File: config.mk
export PLATFORM = sky130hd
export DESIGN_NAME = dsi_line_packetizer_flat
export DESIGN_NICKNAME = d
export VERILOG_FILES = /design/src/rtl/dsi_line_packetizer_pkg.sv /design/src/rtl/dsi_line_packetizer_if.sv /design/src/rtl/dsi_line_packetizer_crc.sv /design/src/rtl/dsi_line_packetizer.sv /design/src/flat_wrapper.sv
export SDC_FILE = /design/constraint.sdc
export NUM_CORES = 1
export LEC_CHECK = 0
export ABC_AREA = 1
export CORE_AREA = 3 3 131 133
export CTS_BUF_LIST = sky130_fd_sc_hd__clkbuf_4 sky130_fd_sc_hd__clkbuf_8
export DETAILED_ROUTE_END_ITERATION = 8
export DIE_AREA = 0 0 134 136
export PLACE_DENSITY = 0.78
export SLEW_MARGIN = 30
export SYNTH_ARGS = -nofsm -noshare
export SYNTH_HDL_FRONTEND = slang
export SYNTH_SLANG_ARGS = --single-unit
File: constraint.sdc
create_clock -name clk -period 5.5 [get_ports clk]
set_input_delay 0.825 -clock clk [delete_from_list [all_inputs] [get_ports clk]]
set_output_delay 0.825 -clock clk [all_outputs]
set_load 0.05 [all_outputs]
File: src/rtl/dsi_line_packetizer_pkg.sv
// dsi_pkg: shared FSM type, byte counts and DSI ECC/CRC helpers for the line packetizer
package dsi_pkg;

    typedef enum logic [1:0] {IDLE, HEADER, PAYLOAD, FOOTER} state_t;

    localparam int HDR_BYTES = 4;
    localparam int FTR_BYTES = 2;

    // Each parity bit is the XOR of a fixed subset of the 24 header bits
    function automatic logic [5:0] dsi_ecc24(input logic [23:0] d);
        return {^(d & 24'hEFFC00), ^(d & 24'hDF03F0), ^(d & 24'hB8E38E),
                ^(d & 24'h749A6D), ^(d & 24'hF2555B), ^(d & 24'hF12CB7)};
    endfunction

    function automatic logic [15:0] crc16_upd8(input logic [15:0] crc, input logic [7:0] b);
        logic [15:0] c;
        c = crc;
        for (int i = 0; i < 8; i++) c = (c >> 1) ^ ((c[0] ^ b[i]) ? 16'h8408 : 16'h0000);
        return c;
    endfunction

endpackage

File: src/rtl/dsi_line_packetizer_if.sv
// dsi_line_packetizer_if: byte-strobed packet stream toward the lane distributor
interface dsi_line_packetizer_if;
    logic [31:0] pkt_data;
    logic [3:0]  pkt_strb;
    logic        pkt_valid;
    logic        pkt_ready;
    logic        pkt_last;

    modport master (output pkt_data, pkt_strb, pkt_valid, pkt_last, input pkt_ready);
    modport slave  (input pkt_data, pkt_strb, pkt_valid, pkt_last, output pkt_ready);
endinterface

File: src/rtl/dsi_line_packetizer_crc.sv
// dsi_crc16_32: registered CRC-16-CCITT (reflected) folding one 32-bit word per enabled cycle
module dsi_crc16_32
    import dsi_pkg::*;
(
    input  logic        clk,
    input  logic        rst_n,
    input  logic        init,
    input  logic        en,
    input  logic [31:0] data,
    output logic [15:0] crc
);
    always_ff @(posedge clk or negedge rst_n)
        if (!rst_n) crc <= 16'hFFFF;
        else if (init) crc <= 16'hFFFF;
        else if (en) crc <= crc16_upd8(crc16_upd8(crc16_upd8(crc16_upd8(crc, data[7:0]),
                                       data[15:8]), data[23:16]), data[31:24]);
endmodule

File: src/rtl/dsi_line_packetizer.sv
// dsi_line_packetizer: frames each video line from the pixel FIFO as one DSI long packet
module dsi_line_packetizer
    import dsi_pkg::*;
#(
    parameter int WC_W       = 16,
    parameter bit CRC_ENABLE = 1
) (
    input  logic                 clk,
    input  logic                 rst_n,
    output logic                 pix_fifo_read,
    input  logic [31:0]          pix_fifo_data,
    input  logic                 pix_fifo_empty,
    input  logic                 enable,
    input  logic                 line_request,
    input  logic [WC_W-1:0]      line_size,
    input  logic [5:0]           data_type,
    input  logic [1:0]           virtual_channel,
    dsi_line_packetizer_if.master pkt,
    output logic                 busy,
    output logic                 line_done,
    output logic                 underflow_err
);
    localparam int CW = WC_W - 2;

    state_t          state;
    logic [WC_W-1:0] wc;
    logic [5:0]      dt;
    logic [1:0]      vc;
    logic [CW-1:0]   to_read, to_send;
    logic [31:0]     skid0, skid1;
    logic [1:0]      cnt, keep;
    logic            rd_q, start, pop;
    logic [15:0]     crc;
    logic [23:0]     hdr;

    assign hdr   = {16'(wc), vc, dt};
    assign start = state == IDLE && line_request && enable;
    assign pop   = state == PAYLOAD && cnt != 2'd0 && pkt.pkt_ready;
    assign keep  = cnt - {1'b0, pop};

    // Occupancy after this cycle's pop lets the skid refill at full rate
    assign pix_fifo_read = !pix_fifo_empty && to_read != '0 && (keep + {1'b0, rd_q}) < 2'd2;

    assign pkt.pkt_valid = state == HEADER || state == FOOTER || (state == PAYLOAD && cnt != 2'd0);
    assign pkt.pkt_data  = state == HEADER  ? {2'b00, dsi_ecc24(hdr), hdr} :
                           state == PAYLOAD ? skid0 :
                           state == FOOTER  ? {16'h0000, CRC_ENABLE ? crc : 16'h0000} : 32'h0;
    assign pkt.pkt_strb  = state == IDLE   ? 4'h0 :
                           state == FOOTER ? 4'((1 << FTR_BYTES) - 1) : 4'((1 << HDR_BYTES) - 1);
    assign pkt.pkt_last  = state == FOOTER;
    assign busy          = state != IDLE;
    assign line_done     = state == FOOTER && pkt.pkt_ready;

    dsi_crc16_32 u_crc (.clk(clk), .rst_n(rst_n), .init(start), .en(pop), .data(skid0), .crc(crc));

    always_ff @(posedge clk or negedge rst_n)
        if (!rst_n) begin
            state         <= IDLE;
            wc            <= '0;
            dt            <= '0;
            vc            <= '0;
            to_read       <= '0;
            to_send       <= '0;
            skid0         <= '0;
            skid1         <= '0;
            cnt           <= '0;
            rd_q          <= 1'b0;
            underflow_err <= 1'b0;
        end else begin
            rd_q <= pix_fifo_read;
            cnt  <= keep + {1'b0, rd_q};
            if (rd_q && keep == 2'd0) skid0 <= pix_fifo_data;
            else if (pop) skid0 <= skid1;
            if (rd_q && keep == 2'd1) skid1 <= pix_fifo_data;
            if (pix_fifo_read) to_read <= to_read - 1'b1;
            if (pop) to_send <= to_send - 1'b1;
            if (state == PAYLOAD && cnt == 2'd0 && !rd_q && pix_fifo_empty) underflow_err <= 1'b1;
            case (state)
                IDLE: if (start) begin
                    state         <= HEADER;
                    wc            <= line_size & ~WC_W'(3);
                    dt            <= data_type;
                    vc            <= virtual_channel;
                    to_read       <= line_size[WC_W-1:2];
                    to_send       <= line_size[WC_W-1:2];
                    underflow_err <= 1'b0;
                end
                HEADER:  if (pkt.pkt_ready) state <= wc == '0 ? FOOTER : PAYLOAD;
                PAYLOAD: if (pop && to_send == CW'(1)) state <= FOOTER;
                default: if (pkt.pkt_ready) state <= IDLE;
            endcase
        end
endmodule
File: src/flat_wrapper.sv
// flat-port wrapper written by rule: the top's interface ports become plain ports
module dsi_line_packetizer_flat import dsi_pkg::*;
#(
    parameter int WC_W       = 16,
    parameter bit CRC_ENABLE = 1
)
  (clk, rst_n, pix_fifo_read, pix_fifo_data, pix_fifo_empty, enable, line_request, line_size, data_type, virtual_channel, busy, line_done, underflow_err, pkt_pkt_data, pkt_pkt_strb, pkt_pkt_valid, pkt_pkt_last, pkt_pkt_ready);
  dsi_line_packetizer_if pkt_i ();
  input  logic clk;
  input  logic rst_n;
  output logic pix_fifo_read;
  input  logic [31:0] pix_fifo_data;
  input  logic pix_fifo_empty;
  input  logic enable;
  input  logic line_request;
  input  logic [WC_W-1:0] line_size;
  input  logic [5:0] data_type;
  input  logic [1:0] virtual_channel;
  output logic busy;
  output logic line_done;
  output logic underflow_err;
  output wire logic [$bits(pkt_i.pkt_data)-1:0] pkt_pkt_data;
  output wire logic [$bits(pkt_i.pkt_strb)-1:0] pkt_pkt_strb;
  output wire logic [$bits(pkt_i.pkt_valid)-1:0] pkt_pkt_valid;
  output wire logic [$bits(pkt_i.pkt_last)-1:0] pkt_pkt_last;
  input wire logic [$bits(pkt_i.pkt_ready)-1:0] pkt_pkt_ready;
  assign pkt_pkt_data = pkt_i.pkt_data;
  assign pkt_pkt_strb = pkt_i.pkt_strb;
  assign pkt_pkt_valid = pkt_i.pkt_valid;
  assign pkt_pkt_last = pkt_i.pkt_last;
  assign pkt_i.pkt_ready = pkt_pkt_ready;
  dsi_line_packetizer #(.WC_W(WC_W), .CRC_ENABLE(CRC_ENABLE)) u_core (.clk(clk), .rst_n(rst_n), .pix_fifo_read(pix_fifo_read), .pix_fifo_data(pix_fifo_data), .pix_fifo_empty(pix_fifo_empty), .enable(enable), .line_request(line_request), .line_size(line_size), .data_type(data_type), .virtual_channel(virtual_channel), .pkt(pkt_i), .busy(busy), .line_done(line_done), .underflow_err(underflow_err));
endmodule
After elaboration in Yosys (flattened, before gate mapping)
Cells that the tools add are included.
{ "classes": {"magnitude_cmp": 1, "addsub": 4, "n_eq_ne": 8, "muxes": 56, "reduce_logical": 35, "bitwise_logic": 64} }
{ "op_table": {"columns": ["op", "count"], "rows": [
  ["2-to-1 mux 16 bit", 35],
  ["bitwise XOR 15 x 16 -> 16 bit", 32],
  ["parity 24 bit", 6],
  ["2-to-1 mux 32 bit", 4],
  ["2-to-1 mux 14 bit", 6],
  ["bitwise XOR 1 bit", 32],
  ["subtractor 14 x 1 -> 14 bit (second input constant)", 2],
  ["zero test 16 bit", 1],
  ["equality test 14 x 1 -> 1 bit (second input constant)", 1],
  ["nonzero test 14 bit", 1],
  ["logical AND 1 bit", 13],
  ["2-to-1 mux 2 bit", 4],
  ["2-to-1 mux 4 bit", 2],
  ["nonzero test 2 bit", 4],
  ["zero test 2 bit", 3],
  ["one-hot mux 2 bit (3 select lines)", 1],
  ["equality test 2 x 1 -> 1 bit (second input constant)", 2],
  ["equality test 2 bit (second input constant)", 2],
  ["2-to-1 mux 1 bit", 4],
  ["!= test 2 bit (second input constant)", 2],
  ["AND reduction 4 bit", 1],
  ["nonzero test 3 bit", 1],
  ["adder 2 x 1 -> 2 bit", 1],
  ["zero test 1 bit", 2],
  ["other kinds (5)", 6]
]} }
{ "word_totals": {"reg_bits": 136, "out_inout_bits": 42} }

Longest topological paths before layout
{ "depth": {"depth_word": 98, "depth_mapped": 22, "depth_no_buf": 21} }

Cells and area by module
A second synthesis with hierarchy kept.
{ "unflattened": {"cells_unflattened": 1393, "area_unflattened_um2": 9441.6} }
{ "by_module_without_submodules": {"columns": ["mod", "area_each_um2", "n_inst", "seq_area_each_um2", "cells_per_inst"], "rows": [
  ["dsi_line_packetizer", 6927.9, 1, 3002.9, 963],
  ["dsi_crc16_32", 2513.7, 1, 420.4, 430]
]} }

Least setup slack after synthesis
No wires, ideal clock.
{ "synth_path": {"path_type": "input -> register", "start": "input port pkt_pkt_ready", "end": "register u_core.to_read[10]", "t_arrival_ps": 3119, "t_required_ps": 5424, "path_stages": 18, "path_slack_ps": 2305, "path_cell_list": "nand2_1 clkinv_1 buf_4 ha_1 inv_1 ha_1 xnor2_1 nor2_1 nand2_1 inv_2 nand2_1 nor2_1 nand2_1 nor2_1 nand3_1 nand2_1 nand2_1 o21ai_1"} }
{ "synth_between": {"elab_chain_len": 8} }
{ "synth_rtl": {"columns": ["element", "line_no", "text"], "rows": [
  ["from (decl)", "flat_wrapper.sv:26", "input wire logic [$bits(pkt_i.pkt_ready)-1:0] pkt_pkt_ready;"],
  ["logical AND 1 bit (*)", "dsi_line_packetizer.sv:38", "assign pop = state == PAYLOAD && cnt != 2'd0 && pkt.pkt_ready;"],
  ["subtractor 2 x 1 -> 2 bit (*)", "dsi_line_packetizer.sv:39", "assign keep = cnt - {1'b0, pop};"],
  ["adder 2 x 1 -> 2 bit (*)", "dsi_line_packetizer.sv:42", "assign pix_fifo_read = !pix_fifo_empty && to_read != '0 && (keep + {1'b0, rd_q}) < 2'd2;"],
  ["less-than comparator 2 bit (*)", "dsi_line_packetizer.sv:42", null],
  ["logical AND 1 bit (*)", "dsi_line_packetizer.sv:42", null],
  ["net pix_fifo_read", "flat_wrapper.sv:11", "output logic pix_fifo_read;"],
  ["2-to-1 mux 14 bit (*)", "dsi_line_packetizer.sv:75", "if (pix_fifo_read) to_read <= to_read - 1'b1;"],
  ["2-to-1 mux 14 bit", "dsi_line_packetizer.sv:79", "IDLE: if (start) begin"],
  ["2-to-1 mux 14 bit (*)", "dsi_line_packetizer.sv:78", "case (state)"],
  ["to (signal assigned)", "dsi_line_packetizer.sv:75", null],
  ["to (signal assigned)", "dsi_line_packetizer.sv:84", "to_read <= line_size[WC_W-1:2];"],
  ["to (decl)", "dsi_line_packetizer.sv:29", "logic [CW-1:0] to_read, to_send;"]
]} }
Mark *: on every way through the listed nets, which the timed path passes. The rest lies on a longest branch.
A chain may end at the register's enable or synchronous reset.

Final worst setup path
{ "layout_path": {"start": "register u_core.state[0]", "end": "output port pix_fifo_read"} }
{ "layout_between": {"elab_chain_len": 7} }
{ "layout_rtl": {"columns": ["element", "line_no", "text"], "rows": [
  ["from (decl)", "dsi_line_packetizer.sv:25", "state_t state;"],
  ["from (signal assigned)", "dsi_line_packetizer.sv:88", "HEADER: if (pkt.pkt_ready) state <= wc == '0 ? FOOTER : PAYLOAD;"],
  ["equality test 2 bit", "dsi_line_packetizer.sv:38", null],
  ["logical AND 1 bit (2 in a row)", "dsi_line_packetizer.sv:38", null],
  ["subtractor 2 x 1 -> 2 bit", "dsi_line_packetizer.sv:39", null],
  ["adder 2 x 1 -> 2 bit", "dsi_line_packetizer.sv:42", null],
  ["less-than comparator 2 bit", "dsi_line_packetizer.sv:42", null],
  ["logical AND 1 bit", "dsi_line_packetizer.sv:42", null],
  ["to (decl)", "flat_wrapper.sv:11", null]
]} }
Every way passes these cells.

==> metrics.md <==
| Metric | Value |
|---|---|
| 1st-pass router iterations | `5` |
| Post-Syn Nets | `between 1k and 1.5k` |
| Syn Inst Count | `~1.2k` |
| Routed wire length | `approximately 26 mm` |
| Hold_buf cts | `0` |
| Final HPWL DP | `19.1 mm` |
| Die area | `0.0182 mm2` |
| CTS tree | `done` |
| Seq/Total Area, Yosys | `approximately 39%` |
| FMAX | `241 MHz` |
| Clk_lat worst skew | `0.47 ns` |
| EDFF count, synth | `0` |
| Fin nets | `1337` |
| Fill cells | `1391` |
| Hold Fails Final Rpt | `0` |
| # DRC | `0` |
| Clock Skew | `around 0.011 ns` |
| CTS resizes | `0` |
| CTS Sinks | `136` |
| Yosys Warn Count | `0` |
| Count of final setup violators | `0` |
| RSZ-0062 raised after global routing | `false` |
| Initial core utilization | `between 50% and 60%` |
| Storage element area | `0.00342 mm2` |
| Critical setup path kind | `flip-flop to output port` |
| Routed WL per cell | `around 17 um` |
| Initial antenna violation count | `0` |
| FP Rows | `between 40 and 50` |
| Netlist cell types | `39` |
| Die X | `134 um` |
| Root buf cell | `clkbuf_8` |
| R2R depth | `22` |
| Final period util | `75.4%` |
| Min Tclk post-route | `a little over 4 ns` |
| Synth Cell Area | `roughly 0.0088 mm2` |
| Clk buf depth | `2` |
| CP endpoint kind | `output port` |
| Synth Register Bits | `roughly 140` |
| Gpl congestion | `between 0.9 and 1` |
| Number of global-route vias before repair | `just under 8k` |
| First-pass GRT wire length | `between 40 and 50 mm` |
| # IOs | `104` |
| Crit Reg-Reg Endpoint | `u_core.to_read[10]` |
| CP Data Arrival Time | `between 3 and 4 ns` |
| Area Overhead vs Synth | `18.5%` |
| Outcome | `completed` |
| Slew headroom | `a little over half` |
| Total CTS buffers | `17` |
| Pin count of the biggest net entering global routing | `65` |
| GRT overflow | `0` |
| GRT busiest layer | `met2` |
| Worst-path clk slew | `0.09 ns` |
| Worst-path fanout max | `21` |
| Worst R2R Start | `u_core.state[0]` |
| Die height | `136 um` |
| Global-route met1 utilization | `about two fifths` |
| Core Box Area | `0.0159 mm2` |
| Share of layout cells above drive strength 1 | `under 10%` |
| ANT nets after route | `0` |
| Syn Area/Cell | `7.50 um2` |
| Number of max-cap violations | `0` |
| H-Tree Depth | `4` |
| Via/cell ratio | `between 5 and 6` |
| Global Route met3 Usage | `~4.3%` |
| Final Slew Violations | `0` |
| Required time of the critical path | `between 4 and 5 ns` |
| Total number of vias | `approximately 8.4k` |
| Slew at the pin closest to its max-slew limit | `0.706 ns` |
| Buffer count from post-CTS setup fixing | `0` |
| R2r setup slk | `between 1.5 and 2 ns` |
| Buffers on Ports | `101` |
| GRT Util Overall | `around 29%` |
| Drt initial violations | `804` |
| Setup TNS Final | `0 ns` |
| Ys async rst share | `100%` |
| Crit path launch type | `flip-flop` |
| Ant diodes | `0` |
| Post-synth top flop | `dfrtp_1` |
| Worst Hold Class | `primary input to asynchronous set/reset pin` |
| GR Layer Usage met2 | `roughly 45%` |
| Area occupied by multi-input gates | `around 0.0046 mm2` |
-- cell usage in the layout, fill, tap and decap left out, types with 4 or more instances in the layout --
| cell | count |
|---|---|
| ha_1 | 16 |
| o211ai_1 | 6 |
| a31oi_1 | 6 |
| inv_6 | 4 |
| dfstp_2 | 16 |
| nand2_2 | 32 |
| nand3_1 | 136 |
| a21oi_1 | 19 |
| nor2_1 | 52 |
| nand3_2 | 7 |
| buf_4 | 9 |
| clkbuf_8 | 18 |
| o21ai_1 | 6 |
| nand4_1 | 5 |
| nand2_1 | 302 |
| inv_2 | 7 |
| xnor2_1 | 36 |
| inv_1 | 152 |
| nand2_4 | 13 |
| o221ai_1 | 42 |
| o22ai_1 | 13 |
| clkdlybuf4s50_1 | 99 |
| o21ai_0 | 81 |
| dfrtp_1 | 120 |
| xor2_1 | 37 |
-- flip-flops by register name, indices dropped and copies added, names as in the netlist, 2 cells and up --
name	flops
u_core.to_read	14
u_core.skid1	32
u_core.u_crc.crc	16
u_core.to_send	14
u_core.skid0	32
u_core.wc	14
u_core.dt	6
u_core.state	2
u_core.cnt	2
u_core.vc	2
-- per-stage QoR --
step | hold slack (ns) | utilization (%) | cell area [um2] | std cells | setup slack (ns)
after detailed placement | 0.474 | 62.6 | 9980 | 1456 | 1.54
final | 0.264 | 65.3 | 10400 | 1488 | 1.35
after global routing | 0.288 | 65.3 | 10400 | 1488 | 1.14
after floorplan | 0.454 | - | 8790 | 1172 | 2.31
after CTS | 0.277 | 65.3 | 10400 | 1488 | 1.24
after global placement | 0.466 | 62.5 | 9960 | 1456 | 1.64
-- worst max-delay path by stage --
| stage | startpoint | end | slack (ns) | depth (start not counted) |
|---|---|---|---|---|
| 2_1_floorplan | pkt_pkt_ready | u_core.to_read[10] | 2.31 | 18 |
| 3_3_place_gp | pkt_pkt_ready | u_core.to_read[10] | 1.64 | 19 |
| 3_5_place_dp | pkt_pkt_ready | u_core.to_read[10] | 1.54 | 19 |
| 4_1_cts | u_core.state[1] | pkt_pkt_data[3] | 1.24 | 6 |
| 5_1_grt | u_core.state[0] | pix_fifo_read | 1.14 | 15 |
| 6_report | u_core.state[0] | pix_fifo_read | 1.35 | 15 |
-- cell type report --
class	count	share of cell area, %
multi-input cells	833	44.1
flip-flops and latches	136	32.9
repair buffers	110	10.5
inverters	161	5.81
well taps	216	2.60
clock buffers	18	2.38
clock inverters	14	1.78
-- critical path, cell delays in order (launching register included) --
cell and delay (ns):
dfrtp_1 0.41, inv_1 0.08, ha_1 0.26, inv_1 0.15
nor2_1 0.08, nand2_1 0.07, buf_4 0.27, clkinv_1 0.15
ha_1 0.34, inv_1 0.09, ha_1 0.20, xnor2_1 0.14
nor2_1 0.13, nand2_1 0.15, inv_2 0.19, buf_12 0.16
-- per-layer routing --
layer  up-vias  routed length [um]
met5         -                   0
met2       347               11800
met4         0                 749
met1      3945               11200
met3        48                1860
li1       4016                   -
-- synthesized netlist by cell type, types with 13 or more instances --
cell type  number  area [um2]
a21oi_1        19        95.1
nand3_1       138         691
nand2_4        13         146
o22ai_1        13        81.3
ha_1           16         200
dfstp_2        16         420
nand2_2        31         194
clkbuf_1       31         116
xor2_1         37         324
dfrtp_1       120        3000
o221ai_1       42         368
nor2_1         53         199
xnor2_1        36         315
nand2_1       303        1140
inv_1         153         574
o21ai_0        81         405
-- cell families after synthesis --
group	share of synthesized area, %
flip-flops	39.0
XOR/XNOR	8.02
AND/OR/NAND/NOR	29.3
buffers and inverters	9.08
adder cells (fa/ha/maj)	2.28
AO/OA/AOI/OAI	12.4
Power is not shown: default switching activity piles up to over one toggle a cycle in this logic, so the estimate is an artifact.
